### src/rtl/hazard_scoreboard_unit.sv
// hazard_scoreboard_unit
// Forwarding and load-use hazard unit for the pipelined MIPS core.
// It keeps a small scoreboard of in-flight destination registers (entry 0 = EX).
// From that scoreboard it picks the ALU operand sources for the ID instruction.
// It also raises Stall when a load result cannot be forwarded yet.
// Optional feature: define HAZARD_STALL_CNT_EN to build a saturating stall
// counter on StallCount; otherwise StallCount is tied to zero.
module hazard_scoreboard_unit #(
  parameter int REG_AW     = 5,
  parameter int DEPTH      = 3,
  parameter int LOAD_AVAIL = 1
) (
  input  logic                              CLK,
  input  logic                              Reset,
  input  logic                              ID_Valid,
  input  logic [REG_AW-1:0]                 ID_Rs,
  input  logic [REG_AW-1:0]                 ID_Rt,
  input  logic                              UseShamt,
  input  logic                              UseImmed,
  input  logic [REG_AW-1:0]                 ID_Rw,
  input  logic                              ID_RegWrite,
  input  logic                              ID_MemRead,
  input  logic                              Flush,
  input  logic                              Freeze,
  output logic [$clog2(DEPTH+2)-1:0]        AluOpCtrlA,
  output logic [$clog2(DEPTH+2)-1:0]        AluOpCtrlB,
  output logic                              Stall,
  output logic [31:0]                       StallCount
);

  localparam int SW = $clog2(DEPTH+2);
  localparam logic [SW-1:0] SEL_REGFILE = SW'(DEPTH + 1);
  localparam logic [SW-1:0] SEL_ALT     = '0;

  // Scoreboard storage: one {valid, rw, load} triple per in-flight stage.
  logic [DEPTH-1:0]             valid_q, valid_d;
  logic [DEPTH-1:0][REG_AW-1:0] rw_q, rw_d;
  logic [DEPTH-1:0]             load_q, load_d;

  // Per-operand lookup results.
  logic            hitA, hitB;
  logic [SW-1:0]   fwdSelA, fwdSelB;
  logic            lateLoadA, lateLoadB;
  logic            usedA, usedB;
  logic            hazardA, hazardB;
  logic            issue;

  // Youngest-match search: scan oldest to youngest so the lowest index wins last.
  always_comb begin
    hitA      = 1'b0;
    hitB      = 1'b0;
    fwdSelA   = SEL_REGFILE;
    fwdSelB   = SEL_REGFILE;
    lateLoadA = 1'b0;
    lateLoadB = 1'b0;
    for (int k = DEPTH - 1; k >= 0; k--) begin
      if (valid_q[k] && (rw_q[k] == ID_Rs) && (ID_Rs != '0)) begin
        hitA      = 1'b1;
        fwdSelA   = SW'(k + 1);
        lateLoadA = load_q[k] && (k < LOAD_AVAIL);
      end
      if (valid_q[k] && (rw_q[k] == ID_Rt) && (ID_Rt != '0)) begin
        hitB      = 1'b1;
        fwdSelB   = SW'(k + 1);
        lateLoadB = load_q[k] && (k < LOAD_AVAIL);
      end
    end
  end

  // Load-use detection and operand-select resolution; a stall parks both selects on the register file.
  always_comb begin
    usedA   = ID_Valid && !UseShamt;
    usedB   = ID_Valid && !UseImmed;
    hazardA = usedA && hitA && lateLoadA;
    hazardB = usedB && hitB && lateLoadB;
    Stall   = hazardA || hazardB;
    if (Stall) begin
      AluOpCtrlA = SEL_REGFILE;
      AluOpCtrlB = SEL_REGFILE;
    end else begin
      AluOpCtrlA = UseShamt ? SEL_ALT : fwdSelA;
      AluOpCtrlB = UseImmed ? SEL_ALT : fwdSelB;
    end
  end

  // Next scoreboard contents: shift toward older stages and insert the ID instruction or a bubble.
  always_comb begin
    issue   = ID_Valid && ID_RegWrite && (ID_Rw != '0) && !Stall && !Flush;
    valid_d = valid_q;
    rw_d    = rw_q;
    load_d  = load_q;
    if (!Freeze) begin
      for (int k = DEPTH - 1; k >= 1; k--) begin
        valid_d[k] = valid_q[k-1];
        rw_d[k]    = rw_q[k-1];
        load_d[k]  = load_q[k-1];
      end
      valid_d[0] = issue;
      rw_d[0]    = issue ? ID_Rw : '0;
      load_d[0]  = issue && ID_MemRead;
    end
  end

  // Scoreboard register update; reset clears every in-flight entry and beats Freeze.
  always_ff @(posedge CLK) begin
    if (Reset) begin
      valid_q <= '0;
      rw_q    <= '0;
      load_q  <= '0;
    end else begin
      valid_q <= valid_d;
      rw_q    <= rw_d;
      load_q  <= load_d;
    end
  end

`ifdef HAZARD_STALL_CNT_EN
  logic [31:0] stallCount_q, stallCount_d;

  // Saturating count of cycles that actually stalled the pipe.
  always_comb begin
    stallCount_d = stallCount_q;
    if (Stall && !Freeze && (stallCount_q != 32'hFFFF_FFFF)) begin
      stallCount_d = stallCount_q + 32'd1;
    end
  end

  // Stall counter register.
  always_ff @(posedge CLK) begin
    if (Reset) begin
      stallCount_q <= '0;
    end else begin
      stallCount_q <= stallCount_d;
    end
  end

  assign StallCount = stallCount_q;
`else
  assign StallCount = 32'd0;
`endif

endmodule

### config.mk
export PLATFORM = sky130hd
export DESIGN_NAME = hazard_scoreboard_unit
export DESIGN_NICKNAME = d
export VERILOG_FILES = /design/src/rtl/hazard_scoreboard_unit.sv
export SDC_FILE = /design/constraint.sdc
export NUM_CORES = 1
export LEC_CHECK = 0
export CAP_MARGIN = 20
export CORE_MARGIN = 2
export CORE_UTILIZATION = 46
export CTS_CLUSTER_SIZE = 16
export DETAILED_ROUTE_END_ITERATION = 8
export GPL_ROUTABILITY_DRIVEN = 0
export PLACE_DENSITY = 0.88
export SLEW_MARGIN = 20
export SYNTH_ARGS = -nofsm -noshare
export SYNTH_HDL_FRONTEND = slang
export SYNTH_SLANG_ARGS = --single-unit
### constraint.sdc
create_clock -name CLK -period 4.1 [get_ports CLK]
set_input_delay 0.82 -clock CLK [delete_from_list [all_inputs] [get_ports CLK]]
set_output_delay 0.82 -clock CLK [all_outputs]
set_load 0.01 [all_outputs]
# After elaboration in Yosys (flattened, before gate mapping)
# Index checks and enable logic that the tools add are counted.
[totals]
input_bits = 24
n_memories = 0
word_cells = 61
latch_bits = 0
regBits = 19
mem_bits_ro = 0
output_inout_bits = 39
mem_bits_rw = 0
[op_classes]
div_mod_pow = 0
n_bitwise = 0
n_reduce_logical = 31
mux = 19
n_eq_ne = 6
n_mul = 0
n_shift = 0
add_sub_neg = 0
n_lt_le_gt_ge = 0
[ops]
columns = ["op", "n"]
rows = [
  ["equality test 5 bit", 6],
  ["two-way mux 3 bit", 10],
  ["logical AND 1 bit", 23],
  ["nonzero test 5 bit", 3],
  ["two-way mux 1 bit", 8],
  ["two-way mux 5 bit", 1],
  ["logical NOT 1 bit", 4],
  ["logical OR 1 bit", 1],
]

# Logic depth before layout (Yosys ltp)
# Gate-level depths: netlist (run 1).
[depth]
depth_word = 13
ltp_mapped = 6
ltp_nobuf = 5

# Worst setup path before layout (run 1)
# Ideal clock, no wire load.
[synth_timing]
path_type = "input-to-output"
start = "in ID_Rs[2]"
end = "out AluOpCtrlA[2]"
required_ns = 3.280
stages = 5
n_path_buf = 0
path_slack_ns = 1.055
t_arrival_ns = 2.225
path_cell_list = "or4_1 nor2_1 nor4_1 or2_2 o31ai_1"
[synth_via]
elab_chain_cells = 10
[synth_lines]
columns = ["element", "line_no", "rtl"]
rows = [
  ["from (decl)", "16", "input logic [REG_AW-1:0] ID_Rs,"],
  ["equality test 5 bit", "57", "if (valid_q[k] && (rw_q[k] == ID_Rs) && (ID_Rs != '0)) begin"],
  ["logical AND 1 bit (2 in a row)", "57", ""],
  ["two-way mux 1 bit (3 in a row)", "57", ""],
  ["logical AND 1 bit (2 in a row)", "74", "hazardA = usedA && hitA && lateLoadA;"],
  ["logical OR 1 bit", "76", "Stall = hazardA || hazardB;"],
  ["two-way mux 3 bit *", "77", "if (Stall) begin"],
  ["to (decl)", "25", "output logic [$clog2(DEPTH+2)-1:0] AluOpCtrlA,"],
]
# Mark *: on every way between the ends. The rest lies on a longest branch, timed or not.

# Worst setup path after layout (run 1)
[layout_timing]
start = "in ID_Rt[0]"
end = "out AluOpCtrlB[0]"
[layout_via]
elab_chain_cells = 10
[layout_lines]
columns = ["element", "line_no", "rtl"]
rows = [
  ["from (decl)", "17", "input logic [REG_AW-1:0] ID_Rt,"],
  ["equality test 5 bit", "62", "if (valid_q[k] && (rw_q[k] == ID_Rt) && (ID_Rt != '0)) begin"],
  ["logical AND 1 bit (2 in a row)", "62", ""],
  ["two-way mux 1 bit (3 in a row)", "62", ""],
  ["logical AND 1 bit (2 in a row)", "75", "hazardB = usedB && hitB && lateLoadB;"],
  ["logical OR 1 bit", "76", ""],
  ["two-way mux 3 bit *", "77", ""],
  ["to (decl)", "26", "output logic [$clog2(DEPTH+2)-1:0] AluOpCtrlB,"],
]
# Marked as above.

==> results.cfg, run 1 <==
[floorplanning]
die_w_um = 60.3
die_h_um = 60.3
initial_utilization = 0.481
core_area_sq_mm = 0.00303
io_pins = 63
die_area_sq_mm = 0.00363
num_rows = 20

[route]
viasPerCell = 4.95
ant_nets = 0
drt-initial-drc-count = 29
wl_per_cell_um = 12.7
route.detailed.drc = 0
dr.pass1.iters = 4
vias = 1242
wl_um = 3200

[timing]
hold_violations = 0
setup_tns_ns = 0
slew_violations = 0
clock_skew_ns = 0.00496
max_clock_freq_mhz = 247
finalWorstSetupSlack_ns = 0.0501
fin_crit_ns = 4.05
timing.slew.headroom = 0.466
fin_crit_sh = 0.988
rsz0062_at_grt = false
tightest_slew_ns = 0.798
setup_viol = 0

[global_route]
grt_pass1_wl_um = 5070
track_usage = 0.186
grt_max_degree = 16
grt.overflow.total = 0
antenna_found_initial = 0
grt_pass1_vias = 1132

[synthesis]
ys_ff_latch = 19
synth_largest_area_cell = dfxtp_1
syn_inst = 169
synth-edff-count = 0
synth_common_cells = buf_4 (32), xnor2_1 (23), dfxtp_1 (19), nor2_1 (18), mux2i_1 (12)
async_flop_share = 0
synth_cell_types = 34
synth_top_area_frac = 0.261
ys_seq_area_frac = 0.261
synth_most_common_cell = buf_4
ys_warn_count = 0
synth_area_per_cell_sq_um = 8.62
syn_area_sq_mm = 0.00146
ys.flop_type = dfxtp_1
netlist_top_cells_area = dfxtp_1 (26%), buf_4 (16%), xnor2_1 (14%)

[critical_path]
start_kind = primary input
path_class = in2out
slowest_stage = or4_1
cpMostUsedCell = clkdlybuf4s50_1
r2r_cells = 6
crit_required_ns = 3.28
r2r_start = rw_q[0]
cpPeakStageDelay_ns = 0.63
path_max_fanout = 4
path_cells = clkdlybuf4s50_1 -> or4_1 -> nor2_4 -> nor4_1 -> or3b_1 -> a21oi_1 -> clkdlybuf4s50_1
end_kind = output port
arrival_ns = 3.23
crit_start = ID_Rt[0]

[placement]
dpl_worst_slack_ns = 0.0250
portBuffers = 30
placed_cells = 247
post-dp-hpwl_um = 2610

[clock_network]
h-tree-depth = 1
cts_buffers = 3
holdBufCountCts = 0
clock_tree.root_cell = clkbuf_4
clk_latency_ns = 0.30
clk_pin_slew_worst_paths_ns = 0.11
cts_max_path_buffers = 2
cts_tree = yes
cts.sinks = 19

[power]
p_leak_nw = 0.730
power_density_mw_per_mm2 = 210
ir_drop_v = 0.000128

[worst_hold_path]
hold_depth = 1
hp-class = reg2reg
min_from = load_q[0]

[finish]
finalNetCount = 232
drive_gt1_frac = 0.106
antennaDiodeCount = 0
area_growth_pct = 22.5
finalNonFillerCells = 251
n_fill_cell = 276

[outcome]
outcome = finished, final reports clean

[run]
maxCapViolations = 0
## routing by layer
layer	share of wire	track usage	wire, um	vias up
met3	0.052	0.0216	167	9
met1	0.44	0.230	1390	580
met2	0.49	0.320	1550	54
met4	0.026	0.0857	82	0
met5	0	0	0	-
li1	-	-	-	599
## kinds of logic (layout without fill, tap and decap cells)
| family | after synthesis | after routing | share of synthesized area |
|---|---|---|---|
| compound gates | 19 | 19 | 0.114 |
| xor+xnor | 29 | 29 | 0.174 |
| buf+inv | 40 | 47 | 0.191 |
| flops | 19 | 19 | 0.261 |
| mux | 12 | 12 | 0.0825 |
| other cells | 1 | 32 | 0.00257 |
| simple gates | 49 | 49 | 0.174 |
## worst max-delay path, delay by kind of cell
kind / cells / cell delay, ns
AOI/OAI and AO/OA: 1 / 0.15
buffers and inverters: 2 / 1.00
and+or+nand+nor: 4 / 1.27
## report_power, final
group	switching, mW	internal, mW
combinational	0.0443	0.0431
sequential	0.00237	0.186
clock	0.0612	0.0372
## what timing repair did
| item | 4_1_cts | 5_1_grt |
|---|---|---|
| buffers inserted | 0 | 0 |
| endpoints found under the setup margin | 0 | 5 |
| resized for setup | 0 | 6 |
## final cells by class
| class | count | area (sq um) | share of cell area |
|---|---|---|---|
| clock buffers | 3 | 22.5 | 0.0126 |
| clock inverters | 1 | 7.51 | 0.00421 |
| inverters | 4 | 15.0 | 0.00842 |
| flip-flops and latches | 19 | 380 | 0.213 |
| multi-input cells | 141 | 931 | 0.522 |
| well taps | 44 | 55.1 | 0.0309 |
| repair buffers | 39 | 373 | 0.209 |
## path summary, 6_finish.rpt
kind                         to  slack [ns]
setup / recovery  AluOpCtrlB[0]        0.05
hold / removal        load_q[0]        0.48
setup reg to reg        rw_q[0]        2.01
hold reg to reg       load_q[0]        0.48
## state kept, by name (all words and copies together), names as in the netlist
signal,cells
load_q,1
rw_q,15
valid_q,3
## placed cells by master, fill, tap and decap left out
cell type,netlist,layout
a21boi_1,1,1
dlymetal6s2s_1,0,2
nand2b_1,1,1
clkdlybuf4s50_1,0,28
mux2i_1,12,12
a32o_1,7,7
or4_4,1,1
nor2_1,18,16
o221a_4,1,1
nor4_1,3,2
nor4bb_1,1,1
o41ai_1,1,1
or2_2,3,3
nor2b_1,1,1
clkbuf_4,0,3
o21bai_1,1,1
buf_4,32,9
or4_1,4,4
and3_2,1,1
clkinvlp_4,0,1
inv_1,4,4
xnor2_1,23,23
conb_1,1,32
nand3_1,1,1
or3b_1,1,1
a211oi_1,1,1
xor2_1,6,6
nor2_4,0,1
dfxtp_1,19,19
nand2_1,9,9
o21ai_0,2,2
nand4_1,4,4
nor4_2,0,1
o31ai_1,1,1
nor2_2,0,1
nor3_1,1,1
o22a_1,1,1
a21oi_1,2,2
o311ai_0,1,1
## through the flow
stage / instance area, sq um / hold slack (ns) / total power [mW] / util
6_report: 1780 / 0.478 / 0.375 / 0.589
5_1_grt: 1780 / 0.497 / 0.392 / 0.589
4_1_cts: 1760 / 0.483 / 0.375 / 0.582
3_5_place_dp: 1730 / 0.455 / 0.279 / 0.572
3_3_place_gp: 1730 / 0.447 / 0.277 / 0.572
2_1_floorplan: 1570 / 0.442 / 0.258 / -
(Power assumes the default switching activity.)
==> run 2, diff against run 1 <==
CORE_UTILIZATION = 35   (was 46)
GPL_ROUTABILITY_DRIVEN = default   (was 0)
PLACE_DENSITY = 0.7   (was 0.88)
==> run 2 against run 1 <==
Effect of this change:
- core utilization fell by 14 points
- maximum frequency up 1.5%
- routed wire length rose by 0.97%
- die area increased by 29%
- critical endpoint unchanged
- sequential cell count did not move
- count of clock-buffer cells in the layout did not move
- global-route usage fell by 3.6 points
- sequential share of layout area is 0.37 points lower
- clock skew about the same
==> results.cfg, run 2 (synthesis gave the netlist of run 1 again) <==
[outcome]
outcome = finished, final reports clean

[clock_network]
cts_buffers = 3
h-tree-depth = 1
cts_setup_buffers = 0
clock_tree.root_cell = clkbuf_8
cts.sinks = 19
clk_pin_slew_worst_paths_ns = 0.08
clk_latency_ns = 0.26
cts_max_path_buffers = 2
cts_tree = yes
holdBufCountCts = 0

[finish]
largest_reg_flops = 15
n_fill_cell = 400
finalNetCount = 232
final_cell_mix = conb_1 (32), clkdlybuf4s50_1 (27), xnor2_1 (23)
largest_register = rw_q
area_growth_pct = 24.7
final_common_cell = conb_1
finalNonFillerCells = 257
antennaDiodeCount = 0
largestRegisters = rw_q (15), valid_q (3), load_q (1)
drive_gt1_frac = 0.116

[route]
wl_um = 3230
viasPerCell = 4.72
wl_per_cell_um = 12.6
drt-initial-drc-count = 60
dr.pass1.iters = 4
vias = 1213
route.detailed.drc = 0
ant_nets = 0

[floorplanning]
core_area_sq_mm = 0.00400
die_w_um = 68.5
io_pins = 63
initial_utilization = 0.364
die_area_sq_mm = 0.00469
num_rows = 23
die_h_um = 68.5

[worst_hold_path]
hold_depth = 1
hp-class = reg2reg

[power]
pwr-share-seq = 0.459
swShare = 0.277
power.share.combinational = 0.210
fin_total_pwr_mw = 0.411
clockPowerShare = 0.331
p_leak_nw = 0.759
ir_drop_v = 0.000203
power.switching_mw = 0.114
intPower_mw = 0.297
power_density_mw_per_mm2 = 226

[critical_path]
arrival_ns = 3.17
r2r_cells = 6
path_max_fanout = 3
end_kind = output port
start_kind = primary input
path_class = in2out
crit_required_ns = 3.28

[timing]
rsz0062_at_grt = false
clock_skew_ns = 0.00471
tightest_slew_ns = 0.583
setup_tns_ns = 0
fin_crit_sh = 0.973
max_clock_freq_mhz = 251
timing.slew.headroom = 0.610
setup_viol = 0
fin_crit_ns = 3.99
hold_violations = 0
holdWs_ns = 0.474
slew_violations = 0

[placement]
portBuffers = 30
gp_congestion = 0.905
post-dp-hpwl_um = 2660
placed_cells = 253

[global_route]
grt_max_degree = 16
antenna_found_initial = 0
track_usage = 0.151
grt_pass1_vias = 1095
grt.overflow.total = 0
grt_pass1_wl_um = 5270

[run]
maxCapViolations = 0
run 2: final cells by class:
class,instances,area [sq um],area share
clock buffers,3,41.3,0.0227
clock inverters,1,7.51,0.00414
inverters,4,15.0,0.00827
multi-input cells,141,933,0.514
flip-flops and latches,19,380,0.210
well taps,50,62.6,0.0345
repair buffers,39,375,0.207
run 2: path summary, 6_finish.rpt:
path	from	endpoint	slack, ns
worst max-delay path	ID_Rt[0]	AluOpCtrlB[0]	0.11
worst max register to register	rw_q[3]	rw_q[2]	2.04
worst min register to register	load_q[0]	load_q[0]	0.47
worst min-delay path	load_q[0]	load_q[0]	0.47
run 2: through the flow:
stage	cell area [sq um]	util	worst slack (ns)
2_1_floorplan	1570	-	1.06
3_3_place_gp	1740	0.435	0.0576
3_5_place_dp	1740	0.435	0.0270
4_1_cts	1790	0.447	0.00590
5_1_grt	1820	0.454	0.00528
6_report	1820	0.454	0.111
run 2: power groups by stage:
stage,clock network (mW),logic (mW),registers [mW]
after floorplan,0,0.0662,0.192
after global placement,0,0.0847,0.193
after detailed placement,0,0.0852,0.193
after CTS,0.141,0.0856,0.188
after global routing,0.150,0.0959,0.189
final,0.136,0.0865,0.189
run 2: per-layer routing:
| layer | vias to the layer above | wire length (um) | track usage |
|---|---|---|---|
| met5 | - | 0 | 0 |
| met4 | 0 | 45 | 0.0525 |
| met1 | 559 | 1500 | 0.209 |
| met2 | 47 | 1500 | 0.243 |
| met3 | 5 | 175 | 0.0146 |
| li1 | 602 | - | - |
run 2: timing repair:
| item | 4_1_cts | 5_1_grt |
|---|---|---|
| resized for setup | 0 | 8 |
| hold endpoints to repair | 0 | 0 |
| setup endpoints to repair | 0 | 5 |
run 2: critical path, cell delays in order:
cell             delay [ns]
clkdlybuf4s50_1        0.46
or4_4                  0.57
nor2_2                 0.15
nor4_1                 0.11
or3b_1                 0.38
a21oi_1                0.15
clkdlybuf4s50_1        0.54
